File: src/rtl/d5m_pkg.sv
// -----------------------------------------------------------------------------
// d5m_pkg
// Shared definitions for the D5M camera capture front end:
//   - state_e : capture FSM state encoding
//   - FIFO word layout {error, eop, sop, data}: the pixel occupies bits
//     [DATA_W-1:0] and the three framing flags sit directly above it. The
//     index helpers return the flag bit positions for a given pixel width.
// -----------------------------------------------------------------------------
package d5m_pkg;

    typedef enum logic [2:0] {
        IDLE    = 3'd0,   // waiting for an armed frame start
        WAIT_LV = 3'd1,   // frame open, waiting for the first line
        ACTIVE  = 3'd2,   // pixels are being forwarded
        DROP    = 3'd3,   // frame finished or faulted, discard until FV falls
        FINISH  = 3'd4    // emit the error terminator if one is owed
    } state_e;

    // Number of framing flag bits stored next to each pixel.
    localparam int unsigned CTRL_W = 3;

    function automatic int unsigned sop_idx(input int unsigned data_w);
        return data_w;
    endfunction

    function automatic int unsigned eop_idx(input int unsigned data_w);
        return data_w + 1;
    endfunction

    function automatic int unsigned err_idx(input int unsigned data_w);
        return data_w + 2;
    endfunction

endpackage

File: src/rtl/d5m_fifo_fwft.sv
// -----------------------------------------------------------------------------
// d5m_fifo_fwft
// First-word-fall-through FIFO: the head entry is visible on rd_data whenever
// empty is low, and rd_en consumes it. A write while full is accepted only if
// a read happens in the same cycle.
// Ports:
//   clk, rst        clock, synchronous active-high reset (pointers only)
//   wr_en, wr_data  write request and word
//   rd_en           consume head word (ignored while empty)
//   rd_data         head word (undefined while empty)
//   full, empty     occupancy flags
// -----------------------------------------------------------------------------
module d5m_fifo_fwft #(
    parameter int unsigned W     = 11,
    parameter int unsigned DEPTH = 16
) (
    input  logic         clk,
    input  logic         rst,
    input  logic         wr_en,
    input  logic [W-1:0] wr_data,
    input  logic         rd_en,
    output logic [W-1:0] rd_data,
    output logic         full,
    output logic         empty
);

    localparam int unsigned AW = $clog2(DEPTH);

    logic [W-1:0] mem_q [DEPTH];
    // One extra pointer bit distinguishes full from empty when the indices match.
    logic [AW:0]  wr_ptr_q, wr_ptr_d;
    logic [AW:0]  rd_ptr_q, rd_ptr_d;
    logic         do_wr, do_rd;

    assign empty   = (wr_ptr_q == rd_ptr_q);
    assign full    = (wr_ptr_q[AW] != rd_ptr_q[AW]) &&
                     (wr_ptr_q[AW-1:0] == rd_ptr_q[AW-1:0]);
    assign do_rd   = rd_en && !empty;
    assign do_wr   = wr_en && (!full || do_rd);
    assign rd_data = mem_q[rd_ptr_q[AW-1:0]];

    always_comb begin
        wr_ptr_d = wr_ptr_q;
        rd_ptr_d = rd_ptr_q;
        if (do_wr) wr_ptr_d = wr_ptr_q + 1'b1;
        if (do_rd) rd_ptr_d = rd_ptr_q + 1'b1;
    end

    always_ff @(posedge clk) begin
        if (rst) begin
            wr_ptr_q <= '0;
            rd_ptr_q <= '0;
        end else begin
            wr_ptr_q <= wr_ptr_d;
            rd_ptr_q <= rd_ptr_d;
        end
    end

    // NOTE: storage has no reset; emptiness is defined by the pointers alone,
    // so clearing the array would only cost a reset net on every bit.
    always_ff @(posedge clk) begin
        if (do_wr) mem_q[wr_ptr_q[AW-1:0]] <= wr_data;
    end

endmodule

File: src/rtl/d5m_stream_capture.sv
// -----------------------------------------------------------------------------
// d5m_stream_capture
// Camera capture front end: samples the sensor FV/LV/pixel bus, checks frame
// geometry and emits framed Avalon-ST beats through an output FIFO.
// Optional feature macro: D5M_TEST_PATTERN_EN -- when defined and test_mode=1
// the pixel is replaced by (col + line) truncated to DATA_W.
// Ports:
//   clk, rst                    clock, synchronous active-high reset
//   start, continuous           single-shot arm pulse / capture every frame
//   test_mode                   test pattern select (macro dependent)
//   frame_valid, line_valid     sensor FV / LV
//   data_in                     sensor pixel
//   out_valid, out_ready        stream handshake
//   out_data, out_sop, out_eop  pixel and frame delimiters
//   out_error                   with eop: frame faulty, discard
//   busy                        FSM not idle
//   overflow                    sticky FIFO overflow, cleared by rst or start
//   frame_count                 completed error-free frames (wrapping)
// -----------------------------------------------------------------------------
module d5m_stream_capture
    import d5m_pkg::*;
#(
    parameter int unsigned DATA_W     = 8,
    parameter int unsigned COLS       = 800,
    parameter int unsigned LINES      = 480,
    parameter int unsigned FIFO_DEPTH = 16
) (
    input  logic              clk,
    input  logic              rst,
    input  logic              start,
    input  logic              continuous,
    input  logic              test_mode,
    input  logic              frame_valid,
    input  logic              line_valid,
    input  logic [DATA_W-1:0] data_in,
    output logic              out_valid,
    input  logic              out_ready,
    output logic [DATA_W-1:0] out_data,
    output logic              out_sop,
    output logic              out_eop,
    output logic              out_error,
    output logic              busy,
    output logic              overflow,
    output logic [15:0]       frame_count
);

    localparam int unsigned CW     = $clog2(COLS + 1);
    localparam int unsigned LW     = $clog2(LINES + 1);
    localparam int unsigned WORD_W = DATA_W + CTRL_W;
    localparam int unsigned SOP_B  = sop_idx(DATA_W);
    localparam int unsigned EOP_B  = eop_idx(DATA_W);
    localparam int unsigned ERR_B  = err_idx(DATA_W);

    localparam logic [CW-1:0] COL_END   = CW'(COLS);
    localparam logic [CW-1:0] COL_LAST  = CW'(COLS - 1);
    localparam logic [LW-1:0] LINE_END  = LW'(LINES);
    localparam logic [LW-1:0] LINE_LAST = LW'(LINES - 1);

    // Sensor sampling: s1 is the working stage, s2 only serves edge detection.
    logic              fv1_q, lv1_q, fv2_q, lv2_q;
    logic [DATA_W-1:0] data1_q;

    // Control state
    state_e            state_q, state_d;
    logic              armed_q, armed_d;
    logic              fault_q, fault_d;
    logic [CW-1:0]     col_q, col_d;
    logic [LW-1:0]     line_q, line_d;
    logic              push_q, push_d;
    logic [WORD_W-1:0] word_q, word_d;
    logic              overflow_q, overflow_d;
    logic [15:0]       frame_count_q, frame_count_d;

    logic              fv_rise, fv_fall, lv_rise, lv_fall;
    logic [DATA_W-1:0] pix;
    logic              fifo_full, fifo_empty, fifo_wr, pop, ovf_evt;
    logic [WORD_W-1:0] fifo_rd;

    // NOTE: the sampling stage is not reset. It keeps following the sensor
    // during rst, so a frame already in progress when rst drops shows no FV
    // edge and capture resyncs on the next genuine FV rise.
    always_ff @(posedge clk) begin
        fv1_q   <= frame_valid;
        lv1_q   <= line_valid;
        data1_q <= data_in;
        fv2_q   <= fv1_q;
        lv2_q   <= lv1_q;
    end

    assign fv_rise = fv1_q && !fv2_q;
    assign fv_fall = !fv1_q && fv2_q;
    assign lv_rise = lv1_q && !lv2_q;
    assign lv_fall = !lv1_q && lv2_q;

`ifdef D5M_TEST_PATTERN_EN
    assign pix = test_mode ? DATA_W'(32'(col_q) + 32'(line_q)) : data1_q;
`else
    logic unused_test_mode;
    assign unused_test_mode = test_mode;
    assign pix = data1_q;
`endif

    // Pushes are staged one cycle in push_q/word_q; the full check happens at
    // the FIFO write, so an overflow is reported back to the FSM here.
    assign pop     = !fifo_empty && out_ready;
    assign fifo_wr = push_q && (!fifo_full || pop);
    assign ovf_evt = push_q && fifo_full && !pop;

    // NOTE: every variable gets its default at the top of the block, so no
    // path through the case statement can leave one unassigned (no latches).
    always_comb begin
        state_d       = state_q;
        armed_d       = armed_q;
        fault_d       = fault_q;
        col_d         = col_q;
        line_d        = line_q;
        push_d        = 1'b0;
        word_d        = '0;
        overflow_d    = (overflow_q && !start) || ovf_evt;
        frame_count_d = frame_count_q;

        // A frame counts as complete only once its clean eop lands in the FIFO.
        if (fifo_wr && word_q[EOP_B] && !word_q[ERR_B])
            frame_count_d = frame_count_q + 16'd1;

        unique case (state_q)
            IDLE: begin
                armed_d = armed_q || start;
                if ((continuous || armed_q || start) && fv_rise) begin
                    state_d = WAIT_LV;
                    armed_d = 1'b0;
                    fault_d = 1'b0;
                    col_d   = '0;
                    line_d  = '0;
                end
            end

            WAIT_LV, ACTIVE: begin
                if (ovf_evt) begin
                    fault_d = 1'b1;
                    state_d = fv_fall ? FINISH : DROP;
                end else if (fv_fall) begin
                    // The clean last pixel moves to DROP, so FV falling here
                    // always means the frame ended early.
                    fault_d = 1'b1;
                    state_d = FINISH;
                end else if (state_q == WAIT_LV && !lv_rise) begin
                    state_d = WAIT_LV;
                end else if (lv1_q) begin
                    if (col_q == COL_END || line_q == LINE_END) begin
                        fault_d = 1'b1;
                        state_d = DROP;
                    end else begin
                        push_d                = 1'b1;
                        word_d[DATA_W-1:0]    = pix;
                        word_d[SOP_B]         = (col_q == '0) && (line_q == '0);
                        word_d[EOP_B]         = (col_q == COL_LAST) && (line_q == LINE_LAST);
                        col_d                 = col_q + 1'b1;
                        // After the last pixel the rest of the frame is ignored.
                        state_d               = word_d[EOP_B] ? DROP : ACTIVE;
                    end
                end else if (lv_fall) begin
                    if (col_q != COL_END) begin
                        fault_d = 1'b1;
                        state_d = DROP;
                    end else begin
                        col_d  = '0;
                        line_d = line_q + 1'b1;
                    end
                end
            end

            DROP: begin
                if (ovf_evt) fault_d = 1'b1;
                if (fv_fall) state_d = FINISH;
            end

            FINISH: begin
                // Wait for any staged word to resolve so fault_q is final; the
                // terminator is only staged when the FIFO cannot be full at its
                // write (no other push can intervene).
                if (ovf_evt) begin
                    fault_d = 1'b1;
                end else if (!push_q) begin
                    if (!fault_q) begin
                        state_d = IDLE;
                    end else if (!fifo_full) begin
                        push_d        = 1'b1;
                        word_d[EOP_B] = 1'b1;
                        word_d[ERR_B] = 1'b1;
                        fault_d       = 1'b0;
                        state_d       = IDLE;
                    end
                end
            end

            default: state_d = IDLE;
        endcase
    end

    // NOTE: sequential state uses non-blocking assignments only, so every
    // flop samples the values computed before this edge.
    always_ff @(posedge clk) begin
        if (rst) begin
            state_q       <= IDLE;
            armed_q       <= 1'b0;
            fault_q       <= 1'b0;
            col_q         <= '0;
            line_q        <= '0;
            push_q        <= 1'b0;
            word_q        <= '0;
            overflow_q    <= 1'b0;
            frame_count_q <= '0;
        end else begin
            state_q       <= state_d;
            armed_q       <= armed_d;
            fault_q       <= fault_d;
            col_q         <= col_d;
            line_q        <= line_d;
            push_q        <= push_d;
            word_q        <= word_d;
            overflow_q    <= overflow_d;
            frame_count_q <= frame_count_d;
        end
    end

    d5m_fifo_fwft #(
        .W     (WORD_W),
        .DEPTH (FIFO_DEPTH)
    ) u_fifo (
        .clk     (clk),
        .rst     (rst),
        .wr_en   (fifo_wr),
        .wr_data (word_q),
        .rd_en   (out_ready),
        .rd_data (fifo_rd),
        .full    (fifo_full),
        .empty   (fifo_empty)
    );

    // Gate the head word with valid so idle outputs read as zero.
    assign out_valid   = !fifo_empty;
    assign out_data    = out_valid ? fifo_rd[DATA_W-1:0] : '0;
    assign out_sop     = out_valid && fifo_rd[SOP_B];
    assign out_eop     = out_valid && fifo_rd[EOP_B];
    assign out_error   = out_valid && fifo_rd[ERR_B];
    assign busy        = (state_q != IDLE);
    assign overflow    = overflow_q;
    assign frame_count = frame_count_q;

endmodule

File: config.mk
export PLATFORM = sky130hd
export DESIGN_NAME = d5m_stream_capture
export DESIGN_NICKNAME = d
export VERILOG_FILES = /design/src/rtl/d5m_pkg.sv /design/src/rtl/d5m_fifo_fwft.sv /design/src/rtl/d5m_stream_capture.sv
export SDC_FILE = /design/constraint.sdc
export NUM_CORES = 1
export LEC_CHECK = 0
export ABC_AREA = 1
export BUFFER_PORTS_ARGS = -buffer_cell sky130_fd_sc_hd__buf_4
export CORE_UTILIZATION = 53
export DETAILED_ROUTE_END_ITERATION = 10
export PLACE_DENSITY_LB_ADDON = 0.15
export SLEW_MARGIN = 0
export SYNTH_ARGS = -nofsm -noshare
export SYNTH_HDL_FRONTEND = slang
export SYNTH_SLANG_ARGS = --single-unit
File: constraint.sdc
create_clock -name clk -period 2.8 [get_ports clk]
set_input_delay 0.28 -clock clk [delete_from_list [all_inputs] [get_ports clk]]
set_output_delay 0.28 -clock clk [all_outputs]
set_load 0.005 [all_outputs]
== Yosys cells after proc, flatten, opt, wreduce, memory -nomap -nowiden ==
Memories as Yosys holds them, arrays and structs flattened. A register that Yosys moved wholly into a read port is not among the register bits.
Cells that the tools add are included.

* Flip-flop bits (word level): 75
* RAM bits: 176
* Input bits: 16
* Output and inout bits: 30
* Logic and storage cells: 184
* Memories kept: 1

{| class="wikitable"
|+ Memory list
! name !! depth !! bits a word !! read ports !! clocked after memory_dff !! wr ports !! line !! source
|-
| u_fifo.mem_q || 16 || 11 || 1 || 1 || 1 || d5m_fifo_fwft.sv:29 || <nowiki>logic [W-1:0] mem_q [DEPTH];</nowiki>
|}

* Add/subtract/negate cells: 5
* Equal/unequal tests: 34
* Muxes and demuxes: 73
* Bitwise operators: 4
* Reduce and logical (&&, ||, !) cells: 49

{| class="wikitable"
|+ Operator list
! operator !! number
|-
| 2-to-1 mux 10 bit || 13
|-
| 2-to-1 mux 9 bit || 7
|-
| 2-to-1 mux 3 bit || 13
|-
| 2-to-1 mux 1 bit || 30
|-
| AND reduction 8 bit || 3
|-
| != test 2 bit, second input constant || 11
|-
| == test 10 bit, second input constant || 2
|-
| logical AND 1 bit || 20
|-
| one-hot mux 10 bit (2 select lines) || 1
|-
| == test 9 bit, second input constant || 2
|-
| one-hot mux 9 bit (2 select lines) || 1
|-
| adder 16 x 1 -> 16 bit, second input constant || 1
|-
| != test 3 bit, second input constant || 5
|-
| != test 5 bit, second input constant || 3
|-
| != test 6 bit, second input constant || 2
|-
| one-hot mux 3 bit (4 select lines) || 1
|-
| adder 10 x 1 -> 10 bit, second input constant || 1
|-
| adder 5 x 1 -> 5 bit, second input constant || 2
|-
| logical NOT 1 bit || 10
|-
| logical NOT 10 bit || 1
|-
| != test 10 bit, second input constant || 1
|-
| adder 9 x 1 -> 9 bit, second input constant || 1
|-
| logical NOT 9 bit || 1
|-
| 2-to-1 mux 4 bit || 2
|-
| 21 further kinds || 31
|}

== Depth between registers and ports, before layout ==
Gate-level depths: netlist of run 1.

* Depth after elaboration: 9
* Gate-level depth with buffers: 13
* Gate-level depth less buffers: 13

== Cells and area by module ==
From an unflattened synthesis of run 1, not the netlist that was laid out.

* Cell total of the unflattened synthesis: 1141
* Area total of the unflattened synthesis: 11243.3 µm²

{| class="wikitable"
|+ Modules (own cells, without submodules)
! module !! instances !! cells an instance !! area an instance (µm²)
|-
| d5m_fifo_fwft || 1 || 634 || 7815.0
|-
| d5m_stream_capture || 1 || 507 || 3428.3
|}

== Worst setup path after synthesis of run 1 ==
OpenSTA, ideal clock, no wires.

* Kind: reg2reg
* Start: register u_fifo.wr_ptr_q[4]
* End: memory u_fifo.mem_q[15][0] (enable)
* Setup time: 381 ps
* Arrival: 1601 ps
* Setup slack: 818 ps
* Stages on the path, launching flop included: 8
* Path buffers: 0
* Clock period less this slack: 1982 ps
* Cells stage by stage: dfxtp_1 > xnor2_2 > inv_1 > nand4_1 > nand2_2 > inv_2 > nand2_2 > nor2_1

* Word-level cells in the longest chain between the ends: 8
* Elaborated cells on any way between the ends: 11
* Those cells by class: eq/ne: 2; mux: 2; reduce/logical: 7

{| class="wikitable"
|+ RTL lines
! item !! line !! source
|-
| start: declaration || d5m_fifo_fwft.sv:31 || <nowiki>logic [AW:0] wr_ptr_q, wr_ptr_d;</nowiki>
|-
| start signal: assignment || d5m_fifo_fwft.sv:54 || <nowiki>wr_ptr_q <= wr_ptr_d;</nowiki>
|-
| == test 5 bit / != test 1 bit (equally long branches) || d5m_fifo_fwft.sv:35, d5m_fifo_fwft.sv:36 ||
|-
| logical NOT 1 bit / logical AND 1 bit (equally long branches) || d5m_fifo_fwft.sv:38, d5m_stream_capture.sv:105, d5m_fifo_fwft.sv:36 ||
|-
| logical AND 1 bit / logical NOT 1 bit (equally long branches) || -- ||
|-
| logical OR 1 bit (*) || d5m_fifo_fwft.sv:39, d5m_stream_capture.sv:106 ||
|-
| logical AND 1 bit || d5m_stream_capture.sv:106 || <nowiki>assign fifo_wr = push_q && (!fifo_full || pop);</nowiki>
|-
| logical AND 1 bit (*) || d5m_fifo_fwft.sv:39 || <nowiki>assign do_wr = wr_en && (!full || do_rd);</nowiki>
|-
| 2-to-1 mux 1 bit (*) || d5m_fifo_fwft.sv:62 || <nowiki>if (do_wr) mem_q[wr_ptr_q[AW-1:0]] <= wr_data;</nowiki>
|-
| 2-to-1 mux 1 bit (implied by the code) (*) || d5m_fifo_fwft.sv:62 ||
|-
| end: declaration || d5m_fifo_fwft.sv:29 ||
|}

Mark *: on every way between the ends. The rest lies on a longest branch, timed or not.

== Worst setup path after layout of run 1 ==
* Start: register u_fifo.wr_ptr_q[0]
* End: output port out_data[3]

* Word-level cells in the longest chain between the ends: 2

{| class="wikitable"
|+ RTL lines
! item !! line !! source
|-
| == test 5 bit || d5m_fifo_fwft.sv:35 || <nowiki>assign empty = (wr_ptr_q == rd_ptr_q);</nowiki>
|-
| 2-to-1 mux 8 bit || d5m_stream_capture.sv:243 || <nowiki>assign out_data = out_valid ? fifo_rd[DATA_W-1:0] : '0;</nowiki>
|-
| end: declaration || d5m_stream_capture.sv:38 || <nowiki>output logic [DATA_W-1:0] out_data,</nowiki>
|}

Every way passes these cells.

==> results list, run 1 <==
* Proportion of synthesized flip-flops having asynchronous set or reset: 0
- Clock-pin slew was measured on the worst setup and hold paths at 60 ps.
- DR WL/cell: around 17 um
- Net count after synthesis: between 1k and 1.5k
- For the pin with the worst max-slew slack, the measured transition is ~1100 ps.
- Minimum clock period after layout: 2619 ps
* TritonCTS clock tree: yes
- Synthesized area divided by synthesized cell count: 10.46 sq um
- Total Negative Setup Slacks: 0 ps
- Detailed placement finished with a half-perimeter wire length of between 15000 and 20000 um.
* Clock tree root buffer cell: clkbuf_16
- At the placement stage, the worst setup path has a slack of 182.1 ps.
* Pin count of the biggest net entering global routing: 51
- Clock sink total: about 260
* Number of register bits inferred by synthesis: ~260
- For this run, the top clock speed supported by timing is around 0.38 GHz.
- The run finished with clean final reports.
* Final Wtd Congestion: 0.8615
* Final setup vio count: 0
- The worst setup path is launched from a register.
- Final-layout worst hold slack: around 12 ps
* Die outline area: 0.02144 sq mm
- Before antenna repair, the detailed router went through 5 iterations.
- The most used flip-flop cell after synthesis is edfxtp_1.
- Of the cells placed in the final design, the portion with a size suffix greater than 1 is 0.1253.
* Multi-input gate area in the final layout: roughly 0.0035 sq mm
- Hold violation total from the final report: 0
- For the worst-skew pair, the clock arrives at the later sink with an insertion delay of around 530 ps.
- The net count of the finished layout is between 1k and 1.5k.
- Floorplan die height: around 150 um
* Final period utilization: 0.9352
- Of all nets on the critical path, the largest fanout is 11.
* Antenna Diode Count: 0
- Wires add up to 23700 um.
* Final setup slack of the worst path: between 150 and 200 ps
- Ports placed on the boundary: 46
- Yosys mapped the design onto 37 distinct sky130hd cell types.
- For this run the aggregate overflow at the end of global routing stands at 0.
- Global-route total usage across every layer: 0.2238
- Number of flops mapped to enable cells by yosys: approximately 180
* Type of the worst setup path: register to primary output
- Headroom to the max-slew limit came out at 0.2420.
- The initial antenna violation count is 0.
- Once placement completed, the tool counted placed cells totaling ~1.3k.
* Standard-cell rows: between 50 and 60
- Non-filler cells in the finished layout: roughly 1.4k
- LEAKAGE: around 4.6 nW
- Sequential fraction of the synthesis area: 0.6211
- Area used by sequential logic in the layout: 0.006874 sq mm
* Setup repair after global routing missed its margin: no
- The filler cells instantiated in the layout total 1599.
- Mapped Cells: around 1.1k
* Endpoint required time on the critical path: ~2500 ps
- Remaining design rule violation count: 0
- Core Area: between 0.02 and 0.025 sq mm
- The share of synthesized area in the top cell type comes to 0.4780.
- Count of maximum capacitance violations: 0
* Critical Path End Type: primary output
* Routed via count divided by cell count: about 5.4
* CTS H-tree depth: 1
* Worst hold path stage count: 4
- In this run the power density over the cells is just under 900 mW/mm^2.
* Number of buffers added on ports: between 40 and 50
- Class of the worst hold path: input pin to register
- Data arrival at the endpoint of the critical path: around 2300 ps
* Horizontal die dimension: between 100 and 150 um
- The number of global-route vias before repair came to roughly 7.3k.
- Number of cells on the worst reg-to-reg path: 7
- Buffers from clock root to sink, at most: 3
* Remaining antenna violation count: 0
- The detailed router finished its first iteration with about 500 violations.
- For the final database, setup skew stands at 9.350 ps.
* Starting Density: 0.5429
* Area of the mapped netlist: ~0.011 sq mm
- Final Slew Violations: 0
* Overall via count from detail_route: around 7.6k
- Number of buffers inserted during clock tree synthesis: 26
- Area contributors post-synth: edfxtp_1 (48%), dfxtp_1 (14%), a21oi_1 (4.5%)
- Across the VDD grid, the largest voltage drop is about 0.64 mV.
* Wire length of the first global-routing pass: around 38000 um
- The Yosys step of the flow raised 0 warnings.
* Synthesis-to-finish area growth: 15.73%
- Area leader, netlist: edfxtp_1
-- timing repair --
item	in CTS	in global routing
hold buffers	10	0
buffers inserted	0	1
hold endpoints to repair	10	0
endpoints found under the setup margin	0	9
gates resized for setup	0	4
-- power by group --
part	internal [W]	switching [W]	leakage [nW]
sequential	0.00417	0.000257	2.33
clock	0.00244	0.00140	0.476
combinational	0.00113	0.00173	1.84
-- metrics by stage --
step                      cell area (sq um)  total power, W  utilization
final                                 12790         0.01113       0.6283
after detailed placement              11700        0.007304       0.5743
after global placement                11700        0.007252       0.5743
after CTS                             12760         0.01115       0.6268
after floorplan                       11060        0.006430            -
after global routing                  12790         0.01170       0.6283
-- worst paths after layout --
check | from | end | slack, ps
worst min-delay path | start | overflow | 10
worst min register to register | fv1_q | fv2_q | 370
worst max-delay path | u_fifo.wr_ptr_q[0] | out_data[3] | 180
worst max register to register | u_fifo.wr_ptr_q[4] | u_fifo.mem_q[9][3] | 270
-- registers in the layout, indices dropped and copies added, names as in the netlist, 5 cells and up, named ones only --
name	cells
u_fifo.mem_q	176
frame_count	16
word_q	11
col_q	10
line_q	9
data1_q	8
u_fifo.rd_ptr_q	5
u_fifo.wr_ptr_q	5
-- cells in the final DEF, fill, tap and decap left out, types with 2 or more instances in the layout --
| cell type | instances |
|---|---|
| ha_1 | 10 |
| dlygate4sd3_1 | 10 |
| nand4_1 | 23 |
| inv_1 | 123 |
| clkbuf_1 | 4 |
| buf_12 | 5 |
| o21a_1 | 2 |
| bufinv_16 | 6 |
| nor2_1 | 90 |
| nand3_1 | 60 |
| o21ai_0 | 65 |
| inv_2 | 8 |
| dfxtp_1 | 77 |
| nand2_1 | 125 |
| nand2_2 | 9 |
| edfxtp_1 | 176 |
| nor3_1 | 14 |
| clkinv_1 | 4 |
| o211ai_1 | 44 |
| mux2i_1 | 44 |
| nand3_2 | 4 |
| clkbuf_16 | 28 |
| dfxtp_4 | 2 |
| nand2_4 | 2 |
| nor2_4 | 2 |
| clkbuf_8 | 3 |
| a21oi_1 | 100 |
| o21ai_2 | 3 |
| xor2_1 | 10 |
| nor2_2 | 5 |
| xnor2_1 | 4 |
| buf_4 | 55 |
| nor4_1 | 4 |
| clkinv_2 | 4 |
-- Yosys cell counts, types with 9 or more instances --
cell / number
nand2_2: 9
ha_1: 10
dfxtp_1: 79
o21ai_0: 65
o211ai_1: 44
clkbuf_1: 20
nand2_1: 125
mux2i_1: 44
inv_1: 124
edfxtp_1: 176
xor2_1: 10
a21oi_1: 100
nor2_1: 92
nand3_1: 60
nand4_1: 23
buf_2: 10
nor3_1: 14
-- cells by family after synthesis --
kind of cell	Yosys count	share of synthesized area
mux	44	0.03984
buf+inv	175	0.06292
flops	255	0.6211
fa+ha+maj	10	0.01132
simple gates	340	0.1404
xor+xnor	15	0.01256
compound gates	218	0.1118
-- cell type report --
cell class,count,share of cell area
Sequential cell,255,0.5373
Multi-Input combinational cell,627,0.2734
Clock buffer,35,0.05916
Timing Repair Buffer,70,0.04792
Inverter,133,0.03931
Tap cell,270,0.02640
Clock inverter,13,0.01653
-- routing by layer --
metal / wire length (um) / global-route usage / share of wire / up-vias
met5: 0 / 0 / 0 / -
met4: 382 / 0.06458 / 0.016 / 0
met3: 1022 / 0.03063 / 0.043 / 32
met2: 11670 / 0.3888 / 0.49 / 170
met1: 10630 / 0.2926 / 0.45 / 3607
li1: - / - / - / 3782
-- critical path: stages, from the launching register on --
cell	delay, ps
dfxtp_1	350
inv_1	130
nand2_1	60
nand2_1	70
nor2_2	50
nand3_1	290
clkinvlp_4	380
a21oi_1	310
buf_4	160
Power figures use the tool's default switching activity.
==> run 2, diff against run 1 <==
--- a/config.mk
+++ b/config.mk
@@ -9,6 +9,7 @@
 export BUFFER_PORTS_ARGS = -buffer_cell sky130_fd_sc_hd__buf_4
 export CORE_UTILIZATION = 53
 export DETAILED_ROUTE_END_ITERATION = 10
+export MAX_ROUTING_LAYER = met4
 export PLACE_DENSITY_LB_ADDON = 0.15
 export SLEW_MARGIN = 0
 export SYNTH_ARGS = -nofsm -noshare
==> run 2 against run 1 <==
Against the previous run:
- sequential share of layout area did not move
- cell count unchanged
- global-route usage is 0.71 points higher
- critical endpoint unchanged
- sequential cell count unchanged
- utilization unchanged
- via count grew 0.53%
- die area unchanged
- highest routed layer unchanged
- register-to-register slack about the same
- hold slack gained 2.2 ps
- final area is the same
- non-clock buffer count stayed put
- critical path type unchanged
==> results list, run 2 (same netlist as run 1, synthesis figures left out) <==
- TritonCTS clock tree: yes
- DR WL/cell: 16.86 um (-0.19%)
* Routed via count divided by cell count: 5.439 (+0.53%)
- Total power draw: 0.01113 W (about the same)
- Overall via count from detail_route: 7631 (+0.53%)
- The clock sink count is 255 (unchanged).
- The startpoint identified for the worst hold timing path is start.
* Fraction of final layout cells sized beyond drive strength 1: 0.1253 (unchanged)
* Total wire length: 23660 um (-0.19%)
* CTS H-tree depth: 1 (unchanged)
- Startpoint type of the worst setup path: register
* Worst flop-to-flop path endpoint: u_fifo.mem_q[9][7]
- The post-route fraction of the period consumed by the critical path was 0.9360 (about the same).
* Clock transition at path regs: 60 ps (about the same)
- Die outline area: 0.02144 sq mm (unchanged)
- Worst-case clock skew: 9.786 ps (+0.4361 ps)
* Antenna Diode Count: 0 (unchanged)
* Result of the run: complete, no violations
- Ports placed on the boundary: 46 (unchanged)
* Hold violation total from the final report: 0 (unchanged)
- The wire length of the first global-routing pass was 37780 um (about the same).
* Worst hold path stage count: 4 (unchanged)
* Pin slew with the least headroom to its limit: 1102 ps (-30.97 ps)
- The maximum fanout along the worst path came to 11 (unchanged).
- LEAKAGE: 4.647 nW (unchanged)
- Number of flip-flops under the largest register name: 176 (unchanged)
* # placed instances: 1344 (unchanged)
- In this run the clock root is driven by a clkbuf_16.
- Remaining design rule violation count: 0 (unchanged)
* Number of antenna violations at the first check in global routing: 0 (unchanged)
* Final setup vio count: 0 (unchanged)
* Number of buffers added on ports: 44 (unchanged)
- The final critical delay including setup and external delays is 2621 ps (+2.179 ps).
* Final Slew Violations: 0 (unchanged)
- The number of buffers created by CTS is 26 (unchanged).
- Flop-to-flop setup slack: 270 ps (about the same)
- Data arrival at the endpoint of the critical path: 2340 ps (about the same)
- Starting Density: 0.5429 (unchanged)
* Vias in the first global route: 7326 (-0.12%)
* Most frequent cells in the layout: edfxtp_1 (176), nand2_1 (125), inv_1 (123)
* Insertion delay to the later sink of the worst-skew pair: 530 ps (about the same)
- The x dimension of the die is 146.4 um (unchanged).
* Endpoint required time on the critical path: 2520 ps (about the same)
- The worst-case clock buffer depth was 3 (unchanged).
- Leaving out fill and tap cells, the most frequent cell in the layout is edfxtp_1.
* Floorplan die height: 146.4 um (unchanged)
- Count of maximum capacitance violations: 0 (unchanged)
* Leftover overflow at the end of global routing: 0 (unchanged)
- Endpoint with the worst hold slack: overflow
- The area added between synthesis and finish was 15.73% (unchanged).
- The initial detailed-routing violation count is 492 (+1.2%).
* Final net count: 1139 (unchanged)
- The power density over the cells was 870.0 mW/mm^2 (about the same).
- The number of antenna-violating nets in the routed design was 0 (unchanged).
* Number of search-and-repair iterations in the first detailed-routing pass: 6 (+1)
- The pin count of the biggest net entering global routing came to 51 (unchanged).
* Final Wtd Congestion: 0.8754 (+1.6%)
- The worst setup path is of the register to primary output kind.
* Class of the worst hold path: input pin to register
* Critical Path End Type: primary output
- Setup repair after global routing left no endpoint under its margin.
- The total of fill cells in the finished design is 1599 (unchanged).
- The maximum clock frequency came to 0.3816 GHz (about the same).
- The total global-route track usage came to 0.2308 (+0.007054).
- The count of placed standard cells in the final layout, fillers left out was 1403 (unchanged).
- The cell depth of the worst flop-to-flop path came to 7 (unchanged).
* Total Negative Setup Slacks: 0 ps (unchanged)
- The worst-case headroom to the max-slew limit was 0.2628 (+0.02072).
- Core Area: 0.02036 sq mm (unchanged)
* Hpwl dp: 15260 um (unchanged)
- Util after Layout: 0.6283 (unchanged)
* Launching point of the worst reg2reg path: u_fifo.wr_ptr_q[4]
- Peak supply drop: 0.6463 mV (+0.72%)
- Standard-cell rows: 52 (unchanged)
run 2: per-layer routing:
layer,GRT usage,part of all wire
met5,-,0
met4,0.06458,0.016
met3,0.03063,0.049
met2,0.3876,0.49
met1,0.2938,0.44
run 2: timing repair:
| action | 4_1_cts | 5_1_grt |
|---|---|---|
| resized for setup | 0 | 4 |
| buffers inserted | 0 | 1 |
| hold endpoints to repair | 10 | 0 |
| hold buffers | 10 | 0 |
| setup endpoints to repair | 0 | 9 |
run 2: area by class of cell:
type | count | area, sq um | share of cell area
sequential | 255 | 6874 | 0.5373
multi-input combinational | 627 | 3498 | 0.2734
clock buffer | 35 | 757.0 | 0.05916
timing repair buffer | 70 | 613.1 | 0.04792
inverter | 133 | 503.0 | 0.03931
tap | 270 | 337.8 | 0.02640
clock inverter | 13 | 211.5 | 0.01653
run 2: worst max-delay path by stage:
stage	from	endpoint
6_report	u_fifo.wr_ptr_q[0]	out_data[3]
5_1_grt	u_fifo.wr_ptr_q[4]	u_fifo.mem_q[9][9]
4_1_cts	register	out_data[3]
3_5_place_dp	u_fifo.wr_ptr_q[0]	u_fifo.mem_q[1][5]
3_3_place_gp	u_fifo.wr_ptr_q[4]	u_fifo.mem_q[1][5]
2_1_floorplan	u_fifo.wr_ptr_q[4]	u_fifo.mem_q[15][0]
run 2: metrics by stage:
step	setup WS (ps)	area, sq um	hold WS [ps]
6_report	179.1	12790	14.25
5_1_grt	35.41	12790	40.44
4_1_cts	59.07	12760	2.667
3_5_place_dp	182.1	11700	362.1
3_3_place_gp	250.6	11700	363.2
2_1_floorplan	817.9	11060	307.7
run 2: where the power goes:
group          internal, W  switching, W  leakage (nW)  total (W)
combinational      0.00113       0.00174          1.84    0.00287
sequential         0.00417      0.000258          2.33    0.00442
clock              0.00244       0.00140         0.476    0.00384
total              0.00774       0.00339          4.65     0.0111
run 2: critical path, stage by stage, from the launching register on:
cell and delay [ps]:
dfxtp_1 350, inv_1 130, nand2_1 60, nand2_1 70, nor2_2 50, nand3_1 290
clkinvlp_4 380, a21oi_1 320, buf_4 160
==> run 3, diff against run 2 <==
--- a/config.mk
+++ b/config.mk
@@ -8,8 +8,8 @@
 export ABC_AREA = 1
 export BUFFER_PORTS_ARGS = -buffer_cell sky130_fd_sc_hd__buf_4
 export CORE_UTILIZATION = 53
+export CTS_CLUSTER_SIZE = 16
 export DETAILED_ROUTE_END_ITERATION = 10
-export MAX_ROUTING_LAYER = met4
 export PLACE_DENSITY_LB_ADDON = 0.15
 export SLEW_MARGIN = 0
 export SYNTH_ARGS = -nofsm -noshare
==> constraint.sdc (replaced) <==
create_clock -name clk -period 2.8 [get_ports clk]
set_input_delay 0.28 -clock clk [delete_from_list [all_inputs] [get_ports clk]]
set_output_delay 0.28 -clock clk [all_outputs]
set_load 0.01 [all_outputs]
==> run 3 against run 2 <==
Against the previous run:
- cell count increased by 0.36%
- global-route usage decreased by 0.29 points
- final area barely moved
- first-iteration DRC count fell by 18%
- register-to-register slack better by 20 ps
- sequential power about the same
- largest power group unchanged
- highest routed layer unchanged
==> results list, run 3 (same netlist as run 1, synthesis figures left out) <==
- Result of the run: complete, no violations
- Endpoint required time on the critical path: 2520 ps (about the same)
- The first-pass iteration count of the detailed router came to 5 (-1).
- The x dimension of the die is 146.4 um (unchanged).
- Power density over the cells: 870.4 mW/mm^2 (about the same)
- Remaining antenna violation count: 0 (unchanged)
- In this run the worst hold path is classified as input pin to register.
* Worst-case clock skew: 15.71 ps (+5.920 ps)
* Remaining design rule violation count: 0 (unchanged)
- The area occupied by multi-input gates came to 0.003493 sq mm (-0.14%).
- The initial antenna violation count is 0 (unchanged).
- Hpwl dp: 15120 um (-0.93%)
* Clock tree root buffer cell: clkbuf_16
* Total Negative Setup Slacks: 0 ps (unchanged)
* Global-route total usage across every layer: 0.2279 (-0.002906)
- Number of flip-flops under the largest register name: 176 (unchanged)
* Vias in the first global route: 7479 (+2.1%)
* Routed via count divided by cell count: 5.487 (+0.87%)
* Stage delay of the slowest cell on the critical path: 470 ps (+90 ps)
* Floorplan die height: 146.4 um (unchanged)
- The die footprint came to 0.02144 sq mm (unchanged).
- Data arrival at the endpoint of the critical path: 2290 ps (-50 ps)
* Commonest non-fill, non-tap cell in the layout: edfxtp_1
- TritonCTS clock tree: yes
- The slowest stage of the critical path is the dfxtp_4 cell.
- The vias after detailed routing came to 7725 (+1.2%).
- The sum of overflow across all layers after global routing came to 0 (unchanged).
- The starting density of the core is 0.5429 (unchanged).
- Fraction of power consumed by combinational cells: 0.269 (+0.011)
* Critical Path End Type: primary output
- The post-route fraction of the period consumed by the critical path is 0.9174 (-0.01861).
* Antenna Diode Count: 0 (unchanged)
- Peak supply drop: 0.5019 mV (-22%)
- Walking the worst path, the cells encountered are clkinv_1 > buf_4 > o211ai_1 > nand3_1 > a21oi_1 > buf_4.
* Buffers from clock root to sink, at most: 3 (unchanged)
- Count of maximum capacitance violations: 0 (unchanged)
- The number of max-slew violations in the final report was 0 (unchanged).
- The I/O pin count was 46 (unchanged).
* Area used by sequential logic in the layout: 0.006874 sq mm (unchanged)
* Worst slew margin: 0.2549 (-0.007872)
* Pin count of the biggest net entering global routing: 45 (-12%)
* Type of the worst setup path: register to primary output
* Share of total power in sequential cells: 0.396 (about the same)
- The cell that appears most often on the critical path is buf_4.
- Final net count: 1144 (+0.44%)
- The wire length per cell came to 17.08 um (+1.3%).
- Number of buffers added on ports: 44 (unchanged)
* Switching Power: 0.003518 W (+3.6%)
* Final-layout worst hold slack: 11.36 ps (-2.893 ps)
- The cell internal power dissipation is 0.007618 W (-1.5%).
* Startpoint type of the worst setup path: register
- The clock sink count was 255 (unchanged).
- Most frequent cells in the layout: edfxtp_1 (176), nand2_1 (125), inv_1 (123)
- The final number of hold-violating endpoints came to 0 (unchanged).
- Pin slew with the least headroom to its limit: 1114 ps (+11.77 ps)
- The number of setup violations in the final report is 0 (unchanged).
- Number of buffers inserted during clock tree synthesis: 27 (+3.8%)
- The aggregate routed wire length came to 24040 um (+1.6%).
- Core Area: 0.02036 sq mm (unchanged)
- The initial detailed-routing violation count was 401 (-18%).
* Synthesis-to-finish area growth: 15.72% (about the same)
- LEAKAGE: 4.640 nW (-0.16%)
- The share of layout cells above drive strength 1 is 0.1301 (+0.004722).
* CTS H-tree depth: 1 (unchanged)
- Critical-path maximum fanout: 44 (+33)
- Clock transition at path regs: 60 ps (about the same)
* Fraction of power spent switching nets: 0.3159 (+0.01095)
- The power share of the clock group was 0.335 (-0.010).
- Wire length of the first global-routing pass: 38550 um (+2.0%)
- The final RePlAce weighted congestion was 0.8430 (-3.7%).
- The clock latency of the later-clocked register in the worst-skew pair was 530 ps (about the same).
- Maximum frequency from static timing analysis: 0.3893 GHz (+2.0%)
- Number of filler instances in the final layout: 1617 (+1.1%)
- Minimum clock period after layout: 2569 ps (-52.10 ps)
* Standard-cell rows: 52 (unchanged)
- Setup repair after global routing left no endpoint under its margin.
## run 3: layout make-up
cell class	count	share of cell area
Sequential cell	255	0.5373
Tap cell	270	0.02641
Inverter	133	0.03932
Timing Repair Buffer	74	0.04988
Clock inverter	17	0.01575
Clock buffer	32	0.05829
Multi-Input combinational cell	627	0.2731
## run 3: through the flow
stage | power, W | instance area, sq um | std cells | util | setup WS [ps]
after floorplan | 0.006483 | 11060 | 1057 | - | 817.9
after global placement | 0.007274 | 11700 | 1346 | 0.5744 | 351.4
after detailed placement | 0.007328 | 11700 | 1346 | 0.5744 | 289.3
after CTS | 0.01107 | 12740 | 1405 | 0.6258 | 67.84
after global routing | 0.01170 | 12790 | 1408 | 0.6282 | 13.43
final | 0.01114 | 12790 | 1408 | 0.6282 | 231.2
## run 3: worst max-delay path: cells and delay by family, from the launching register on
family	cells	cell delay, ps
and+or+nand+nor	1	160
AOI/OAI and AO/OA	2	560
buffers and inverters	3	560
DFF	1	470
## run 3: per-layer routing
| metal | global-route usage | vias up | part of all wire |
|---|---|---|---|
| met5 | 0 | - | 0 |
| met4 | 0.05833 | 0 | 0.017 |
| met3 | 0.02688 | 33 | 0.051 |
| met2 | 0.4062 | 187 | 0.50 |
| met1 | 0.2949 | 3712 | 0.43 |
| li1 | - | 3793 | - |
## run 3: path summary, 6_finish.rpt
| check | start | end | slack, ps | cells after the start |
|---|---|---|---|---|
| hold / removal | start | overflow | 10 | 4 |
| setup reg to reg | u_fifo.wr_ptr_q[4] | u_fifo.mem_q[2][3] | 290 | 7 |
| setup / recovery | register | out_error | 230 | 6 |
| hold reg to reg | fv1_q | fv2_q | 370 | 0 |
## run 3: repair_timing
| item | in CTS | in global routing |
|---|---|---|
| gates resized for setup | 0 | 2 |
| setup endpoints to repair | 0 | 11 |
| buffers inserted | 0 | 3 |
| endpoints found under the hold margin | 10 | 0 |
| hold buffers | 10 | 0 |
## run 3: power by group through the flow
stage	Clock, W	Sequential [W]	Combinational [W]
floorplan	0	0.00432	0.00216
global placement	0	0.00451	0.00277
detailed placement	0	0.00451	0.00282
CTS	0.00379	0.00443	0.00285
global route	0.00393	0.00443	0.00333
finish	0.00373	0.00441	0.00300
